==> config.mk <==
export PLATFORM = sky130hd
export DESIGN_NAME = majority_bist_ctrl
export DESIGN_NICKNAME = d
export VERILOG_FILES = /design/src/rtl/majority_bist_ctrl.sv
export SDC_FILE = /design/constraint.sdc
export NUM_CORES = 1
export LEC_CHECK = 0
export CAP_MARGIN = 20
export CORE_MARGIN = 2
export CORE_UTILIZATION = 51
export DETAILED_ROUTE_END_ITERATION = 8
export GPL_TIMING_DRIVEN = 1
export PLACE_DENSITY = 0.78
export SETUP_SLACK_MARGIN = 0.4
export SLEW_MARGIN = 20
export SYNTH_ARGS = -nofsm -noshare
export SYNTH_HDL_FRONTEND = slang
export SYNTH_SLANG_ARGS = --single-unit
export TNS_END_PERCENT = 30
==> constraint.sdc <==
create_clock -name clk -period 3.8 [get_ports clk]
set_clock_uncertainty 0.2 [all_clocks]
set_input_delay 0.57 -clock clk [delete_from_list [all_inputs] [get_ports clk]]
set_output_delay 0.57 -clock clk [all_outputs]
set_load 0.05 [all_outputs]
==> src/rtl/majority_bist_ctrl.sv <==
// BIST sequencer for majority_circuit: sweeps all input vectors and checks against a popcount model.
// Optional build macro MAJ_BIST_STOP_ON_ERR_EN ends the sweep on the first mismatch.
module majority_bist_ctrl #(
  parameter int unsigned WIDTH_IN = 5,
  parameter int unsigned ERR_W    = 8
) (
  input  logic                clk,
  input  logic                rst_n,
  input  logic                start_i,
  output logic [WIDTH_IN-1:0] seq_o,
  input  logic                maj_i,
  output logic                busy_o,
  output logic                done_o,
  output logic                pass_o,
  output logic [ERR_W-1:0]    err_cnt_o,
  output logic [WIDTH_IN-1:0] first_err_o
);

  localparam int unsigned CNT_W = $clog2(WIDTH_IN + 1);
  localparam int unsigned HALF  = WIDTH_IN / 2 + 1;
  localparam logic [WIDTH_IN-1:0] SEQ_LAST = '1;
  localparam logic [ERR_W-1:0]    ERR_MAX  = '1;
`ifdef MAJ_BIST_STOP_ON_ERR_EN
  localparam bit STOP_ON_ERR = 1'b1;
`else
  localparam bit STOP_ON_ERR = 1'b0;
`endif

  typedef enum logic [1:0] {
    ST_IDLE = 2'd0,
    ST_RUN  = 2'd1,
    ST_DONE = 2'd2
  } state_t;

  state_t             r_state;
  logic               r_err_seen;
  logic [CNT_W-1:0]   w_pop;
  logic               w_gold;
  logic               w_mismatch;
  logic [ERR_W-1:0]   w_err_nxt;
  logic               w_last;

  // Golden model: popcount of the presented vector against the majority threshold
  always_comb begin
    w_pop = '0;
    for (int i = 0; i < int'(WIDTH_IN); i++) begin
      w_pop = w_pop + CNT_W'(seq_o[i]);
    end
  end

  assign w_gold     = (w_pop >= CNT_W'(HALF));
  assign w_mismatch = (maj_i != w_gold);
  assign w_err_nxt  = (w_mismatch && (err_cnt_o != ERR_MAX)) ? err_cnt_o + ERR_W'(1) : err_cnt_o;
  assign w_last     = (seq_o == SEQ_LAST) || (STOP_ON_ERR && w_mismatch);

  always_ff @(posedge clk) begin
    if (!rst_n) begin
      r_state     <= ST_IDLE;
      r_err_seen  <= 1'b0;
      seq_o       <= '0;
      busy_o      <= 1'b0;
      done_o      <= 1'b0;
      pass_o      <= 1'b0;
      err_cnt_o   <= '0;
      first_err_o <= '0;
    end else begin
      case (r_state)
        ST_RUN: begin
          err_cnt_o <= w_err_nxt;
          if (w_mismatch && !r_err_seen) begin
            first_err_o <= seq_o;
            r_err_seen  <= 1'b1;
          end
          // Final vector (or first failure when stopping early) is scored on the exit edge
          if (w_last) begin
            r_state <= ST_DONE;
            busy_o  <= 1'b0;
            done_o  <= 1'b1;
            pass_o  <= (w_err_nxt == '0);
          end else begin
            seq_o <= seq_o + WIDTH_IN'(1);
          end
        end
        ST_IDLE, ST_DONE: begin
          if (start_i) begin
            r_state     <= ST_RUN;
            r_err_seen  <= 1'b0;
            seq_o       <= '0;
            busy_o      <= 1'b1;
            done_o      <= 1'b0;
            pass_o      <= 1'b0;
            err_cnt_o   <= '0;
            first_err_o <= '0;
          end
        end
        default: begin
          r_state <= ST_IDLE;
          busy_o  <= 1'b0;
          done_o  <= 1'b0;
          pass_o  <= 1'b0;
        end
      endcase
    end
  end

endmodule

[Word-level counts from Yosys, hierarchy flattened]
Index checks and enable logic that the tools add are counted.
Cells by class
  add/subtract/negate cells: 6
  $lt $le $gt $ge: 1
  eq/ne operators: 9
  multiplexer cells: 21
  reductions and logical operators: 11
Operator list (count)
  5-bit one-hot mux with 2 select lines: 2
  8-bit two-way mux: 2
  8-bit one-hot mux with 2 select lines: 1
  5-bit two-way mux: 3
  8-bit by 1-bit adder with 8-bit output (second input constant): 1
  8-bit logical NOT: 1
  2-bit inequality test (second input constant): 4
  8-bit inequality test (second input constant): 1
  1-bit one-hot mux with 2 select lines: 4
  3-bit by 1-bit adder with 3-bit output: 2
  1-bit two-way mux: 6
  3-bit AND reduction: 2
  5-bit by 1-bit adder with 5-bit output (second input constant): 1
  5-bit equality test (second input constant): 1
  2-bit two-way mux: 2
  2-bit one-hot mux with 2 select lines: 1
  2-bit AND reduction: 2
  2-bit by 1-bit adder with 3-bit output: 1
  3-bit by 2-bit >= comparator with 1-bit output (second input constant): 1
  1-bit by 1-bit adder with 2-bit output: 1
  2-bit by 1-bit equality test with 1-bit output (second input constant): 1
  2-bit equality test (second input constant): 1
  1-bit logical AND: 2
  2-bit logical NOT: 1
  4 further kinds: 4
Storage, ports and cells
  flip-flop bits (word level): 24
  input bits: 4
  logic and storage cells: 56

[Logic depth before layout (Yosys ltp)]
Gate-level depths: netlist of run 1.
  depth in word-level cells: 11
  depth in mapped cells: 11

[Least setup slack after synthesis of run 1]
OpenSTA, ideal clock, no wires.
  path kind: register to register
  start point: register seq_o[0]
  end point: register err_cnt_o[3]
  setup time: 0.071 ns
  arrival time: 3.263 ns
  data required time: 3.529 ns
  setup slack: 0.267 ns
  cell stages (with the launch flop): 11
  buffers on the path: 0
  cell sequence: dfxtp_1 > inv_1 > fa_1 > fa_1 > inv_1 > ha_1 > nor2b_4 > o21a_4 > or4_4 > or3_1 > a21oi_1
On the way
  cells in the longest elaborated chain, start to end: 9
Ends and longest elaborated chain
  start, declared: line 10  | output logic [WIDTH_IN-1:0] seq_o,
  start signal, assigned: line 81  | seq_o <= seq_o + WIDTH_IN'(1);
  1-bit by 1-bit adder with 2-bit output: line 47  | w_pop = w_pop + CNT_W'(seq_o[i]);
  2-bit by 1-bit adder with 3-bit output: line 47
  3-bit by 1-bit adder with 3-bit output (2 in a row): line 47
  3-bit by 2-bit >= comparator with 1-bit output: line 51  | assign w_gold = (w_pop >= CNT_W'(HALF));
  1-bit inequality test: line 52  | assign w_mismatch = (maj_i != w_gold);
  1-bit logical AND: line 53  | assign w_err_nxt = (w_mismatch && (err_cnt_o != ERR_MAX)) ? err_cnt_o + ERR_W'(1) : err_cnt_o;
  8-bit two-way mux: line 53
  8-bit one-hot mux with 2 select lines: line 67  | case (r_state)
  end signal, assigned: line 69  | err_cnt_o <= w_err_nxt;
  end, declared: line 15  | output logic [ERR_W-1:0] err_cnt_o,
Every way passes these cells.
A chain may end at the register's enable or synchronous reset.

[Worst setup path in the final report of run 1]
Ends and elaborated chain as after synthesis.

==> results of run 1 <==
[layout make-up]
| class | instances | area (µm²) |
|---|---|---|
| inverters | 11 | 41.3 |
| multi-input cells | 123 | 796 |
| flip-flops and latches | 23 | 467 |
| clock inverters | 1 | 5.00 |
| repair buffers | 24 | 240 |
| well taps | 30 | 37.5 |
| fillers | 215 | 868 |
| clock buffers | 3 | 22.5 |
[layout by cell type (no fill, tap or decap), types with 2 or more instances in the layout]
cell / synthesis / final
ha_1: 4 / 4
o21ai_0: 7 / 7
clkbuf_4: 0 / 3
and2_1: 3 / 3
nor4_1: 4 / 4
nor2b_1: 5 / 5
nor2_1: 18 / 18
nand2b_1: 2 / 2
a31oi_1: 3 / 3
clkdlybuf4s50_1: 0 / 24
and3_1: 2 / 2
dfxtp_2: 0 / 2
dfxtp_1: 23 / 20
nor3_1: 4 / 4
fa_1: 2 / 2
nand3_1: 6 / 6
a22o_1: 5 / 5
nand2_1: 11 / 11
xnor2_1: 2 / 2
a21oi_1: 10 / 10
nand4_1: 7 / 7
a211oi_1: 4 / 4
inv_1: 11 / 11
or3_1: 4 / 4
[worst max-delay path, stage by stage (launching register included)]
cell and delay (ns):
dfxtp_4 0.41, inv_1 0.07, fa_1 0.50, fa_1 0.37, inv_1 0.06, ha_1 0.23
nor2b_4 0.14, o21a_4 0.22, or4_4 0.55, or3_1 0.32, a21oi_1 0.14
[worst max-delay path by stage]
stage | from | endpoint | slack, ns
after global placement | seq_o[0] | err_cnt_o[3] | 0.65
after CTS | seq_o[0] | err_cnt_o[3] | 0.51
final | seq_o[0] | err_cnt_o[3] | 0.53
after global routing | seq_o[0] | err_cnt_o[3] | 0.42
after detailed placement | seq_o[0] | err_cnt_o[3] | 0.55
after floorplan | seq_o[0] | err_cnt_o[3] | 0.49
[sequential cells by signal, indices dropped and copies added, names as in the netlist]
name,flops
r_state,1
busy_o,1
seq_o,5
first_err_o,5
pass_o,1
r_err_seen,1
done_o,1
err_cnt_o,8
[cell families after synthesis]
kind of cell	after synthesis	share of synthesized area
AOI/OAI and AO/OA	41	0.213
adders and majority gates	6	0.0674
xor gates and xnor gates	2	0.0131
and+or+nand+nor	73	0.294
muxes	1	0.00748
buffers and inverters	19	0.0608
DFF	23	0.344
[per-stage QoR]
step | hold WS, ns | cells | power [µW] | setup slack (ns) | area (µm²)
after floorplan | 0.261 | 165 | 303 | 0.485 | 1340
after global placement | 0.263 | 211 | 322 | 0.646 | 1580
after detailed placement | 0.268 | 211 | 324 | 0.553 | 1580
after CTS | 0.304 | 215 | 441 | 0.514 | 1610
after global routing | 0.319 | 215 | 455 | 0.422 | 1610
final | 0.299 | 215 | 440 | 0.531 | 1610
[routing by layer]
layer | GRT usage | up-vias | share of wire
met1 | 0.347 | 614 | 0.45
met3 | 0.0304 | 6 | 0.083
li1 | - | 647 | -
met4 | 0.0627 | 0 | 0.0092
met5 | 0 | - | 0
met2 | 0.362 | 70 | 0.46
[power by group through the flow]
stage | sequential, µW | combinational, µW | clock, µW
after floorplan | 268 | 35.1 | 0
after global placement | 258 | 63.8 | 0
after detailed placement | 259 | 65.3 | 0
after CTS | 253 | 65.9 | 122
after global routing | 254 | 72.7 | 128
final | 253 | 66.2 | 121
==> qor.yml, run 1 <==
worst_setup_path:
  arrival_ns: 3.33
  required_ns: 3.86
  r2r_cells: 10
  r2r_slack_ns: 0.53
  end_kind: "flop"
  path_class: "flop to flop"
  start_kind: "flop"
  r2r-end: "err_cnt_o[3]"
  path_max_fanout: 8
  rr_startpoint: "seq_o[0]"
route:
  drc: 0
  viasPerCell: 6.22
  wl_um: 3470
  first_pass_iters: 5
  routedWlPerCell_um: 16.2
  drt_iter0_markers: 75
  via_count: 1337
  antenna_left: 0
synth:
  synth-edff-count: 0
  synth_top_area_cell: "dfxtp_1"
  synth_area_um2: 1340
  synth_seq_cells: 23
  synth_top_area_share: 0.344
  yosysMostFrequentCell: "dfxtp_1"
  yosysUniqueCellTypes: 45
  synth_seq_area_share: 0.344
  syn_nets: 175
  netlist_instances: 165
  synth_top_cells_by_area: "dfxtp_1, nor2_1, a21oi_1, ha_1, a22o_1"
  synth_top_flop_cell: "dfxtp_1"
  avgSynthCellArea_um2: 8.11
  ys_warn_count: 0
  async_flop_share: 0
  synth_common_cells: "dfxtp_1, nor2_1, inv_1, nand2_1, a21oi_1"
timing:
  min_period_ns: 3.27
  setup_tns_ns: 0
  report.final.slew_viol_count: 0
  final-setup-viol-count: 0
  tightest_slew_ns: 0.557
  clock.fmax_ghz: 0.306
  slew_headroom: 0.627
  rsz0062_at_grt: "no"
  finalCritPeriodShare: 0.860
  final-hold-violation-count: 0
finish:
  diodes: 0
  area_growth_pct: 20.3
  fin_util: 0.649
  layout.nets: 196
  drive_gt1_frac: 0.0757
min_path:
  min_path_cells: 1
  min_to: "first_err_o[4]"
  min_path_type: "flop to flop"
  min_from: "first_err_o[4]"
pwr:
  ir_drop_v: 0.000248
  power_switching_uw: 133
  swShare: 0.301
  p_clk_frac: 0.274
  intPower_uw: 308
  power.leakage_uw: 0.000570
  pwr-share-comb: 0.150
  cellPowerDensity_nw_per_um2: 274
  seqPwrFrac: 0.575
global_route:
  antenna_found_initial: 0
  grt_pass1_wl_um: 5820
  grt_pass1_vias: 1194
  grt_usage: 0.235
  grt_overflow_total: 0
  grt_max_degree: 14
placed_design:
  place.gp.congestion: 0.955
  portBuffers: 24
  hpwl_um: 2560
cts:
  clk_latency_ns: 0.31
  cts_max_level: 1
  cts.clk_slew.worst_paths_ns: 0.14
  clock_sinks: 23
  cts.repair.resized: 0
  cts_buffers: 3
  hold_buffers: 0
  clockBufferDepth: 2
  cts_tree: "done"
  cts_setup_buffers: 0
  clockRootBuffer: "clkbuf_4"
die:
  fp.dieH_um: 55.2
  coreArea_um2: 2480
  die_w_um: 55.2
  core.rowCount: 18
  io_pins: 25
  die-area_um2: 3050
  initial_core_util: 0.540
outcome:
  status: "complete, no violations"
flow_run:
  cap_viol_max_count: 0
Note: power is estimated with default switching activity, not from simulation.
==> inputs of run 2 (changes only) <==
--- a/config.mk
+++ b/config.mk
@@ -7,10 +7,12 @@
 export LEC_CHECK = 0
 export CAP_MARGIN = 20
 export CORE_MARGIN = 2
-export CORE_UTILIZATION = 51
+export CORE_UTILIZATION = 48
+export CTS_BUF_LIST = sky130_fd_sc_hd__clkbuf_8
 export DETAILED_ROUTE_END_ITERATION = 8
 export GPL_TIMING_DRIVEN = 1
-export PLACE_DENSITY = 0.78
+export PLACE_DENSITY = 0.77
+export REMOVE_ABC_BUFFERS = 1
 export SETUP_SLACK_MARGIN = 0.4
 export SLEW_MARGIN = 20
 export SYNTH_ARGS = -nofsm -noshare
==> constraint.sdc (replaced) <==
create_clock -name clk -period 3 [get_ports clk]
set_clock_uncertainty 0.2 [all_clocks]
set_input_delay 0.45 -clock clk [delete_from_list [all_inputs] [get_ports clk]]
set_output_delay 0.45 -clock clk [all_outputs]
set_load 0.05 [all_outputs]
==> qor.yml, run 2 (same netlist as run 1, synthesis figures left out) <==
outcome:
  status: "finished with violations"
  violations: "negative setup slack"
cts:
  clockRootBuffer: "clkbuf_8"
  cts_max_level: 1
  cts_buffers: 3
  clk_latency_ns: 0.27
  clock_sinks: 23
  cts_tree: "done"
  clockBufferDepth: 2
  cts.clk_slew.worst_paths_ns: 0.09
finish:
  drive_gt1_frac: 0.237
  diodes: 0
  final_cell_mix: "clkdlybuf4s50_1, dfxtp_1, nor2_1, nand2_1, buf_4"
  layout.nets: 209
  largestRegisters: "err_cnt_o x8, first_err_o x5, seq_o x5"
  fin_util: 0.681
  largest_register_ffs: 8
  max_flop_register: "err_cnt_o"
  multiInputGateArea_um2: 898
  fillerInstances: 226
  instances_no_fill: 229
  final_common_cell: "clkdlybuf4s50_1"
  register_area_um2: 463
  area_growth_pct: 38.0
worst_setup_path:
  path_class: "flop to flop"
  startpoint: "seq_o[0]"
  end_kind: "flop"
  arrival_ns: 3.01
  start_kind: "flop"
  path_max_fanout: 5
  required_ns: 2.95
  rr_startpoint: "seq_o[0]"
min_path:
  min_path_type: "flop to flop"
  min_from: "first_err_o[3]"
flow_run:
  cap_viol_max_count: 0
timing:
  tightest_slew_ns: 0.508
  slew_headroom: 0.660
  finalCritPeriodShare: 1.02
  final-hold-violation-count: 0
  rsz0062_at_grt: "yes"
  min_period_ns: 3.06
  clock.fmax_ghz: 0.327
  final-setup-viol-count: 11
  report.final.slew_viol_count: 0
  finalWorstSetupSlack_ns: -0.0580
die:
  io_pins: 25
  fp.dieH_um: 56.8
  coreArea_um2: 2710
  initial_core_util: 0.494
  die_w_um: 56.8
  core.rowCount: 19
  die-area_um2: 3220
route:
  antenna_left: 0
  via_count: 1417
  viasPerCell: 6.19
  drc: 0
  wl_um: 3870
  first_pass_iters: 6
  routedWlPerCell_um: 16.9
  drt_iter0_markers: 151
placed_design:
  hpwl_um: 2700
  portBuffers: 24
  place.gp.congestion: 0.894
  place_inst: 223
global_route:
  grt_overflow_total: 0
  antenna_found_initial: 0
  grt_pass1_wl_um: 6360
  grt_pass1_vias: 1396
  grt_max_degree: 14
  grt_usage: 0.249
pwr:
  ir_drop_v: 0.000297
  cellPowerDensity_nw_per_um2: 337
  power.leakage_uw: 0.000659
  power.total_uw: 622
run 2: report_power, final:
part / switching (µW) / internal, µW / total, µW / leakage, µW
clock: 106 / 92.9 / 199 / 0.0000255
sequential: 7.97 / 312 / 320 / 0.000187
combinational: 64.5 / 38.0 / 103 / 0.000446
run 2: repair_timing:
| item | 4_1_cts | 5_1_grt |
|---|---|---|
| hold buffers | 0 | 0 |
| resized for setup | 20 | 8 |
| setup endpoints to repair | 15 | 15 |
| cloned | 0 | 0 |
| buffers inserted | 1 | 1 |
| pin swaps | 10 | 7 |
run 2: area by class of cell:
| cell class | instances | share of cell area |
|---|---|---|
| Multi-Input combinational cell | 123 | 0.487 |
| Sequential cell | 23 | 0.251 |
| Timing Repair Buffer | 37 | 0.194 |
| Clock buffer | 3 | 0.0224 |
| Inverter | 11 | 0.0224 |
| Tap cell | 31 | 0.0210 |
| Clock inverter | 1 | 0.00271 |
run 2: through the flow:
step	area [µm²]	hold WS [ns]	TNS (ns)	worst slack, ns
finish	1850	0.282	-0.256	-0.0580
global route	1850	0.305	-1.58	-0.153
global placement	1670	0.263	-0.176	-0.0690
detailed placement	1670	0.268	-1.11	-0.197
CTS	1810	0.288	-0.450	-0.0913
floorplan	1300	0.261	-3.81	-0.533
run 2: path summary, 6_finish.rpt:
path,end,slack (ns),cells after the start
max,err_cnt_o[0],-0.06,13
min,first_err_o[3],0.28,1
max reg2reg,err_cnt_o[0],-0.06,13
min reg2reg,first_err_o[3],0.28,1
run 2: metal layers:
layer | vias to the layer above | global-route usage | wire length [µm]
met5 | - | 0 | 0
met4 | 0 | 0.110 | 61
met3 | 8 | 0.0276 | 321
met2 | 84 | 0.405 | 1810
met1 | 656 | 0.331 | 1680
li1 | 669 | - | -
run 2: critical path, stage by stage, from the launching register on:
cell and delay, ns:
dfxtp_2 0.34, inv_1 0.06, fa_1 0.52, fa_2 0.35, inv_2 0.07, ha_4 0.19
nor2b_4 0.13, nor3_2 0.37, buf_4 0.24, nor4_4 0.06, buf_4 0.16, buf_6 0.11
nor2_2 0.08, a211oi_2 0.04
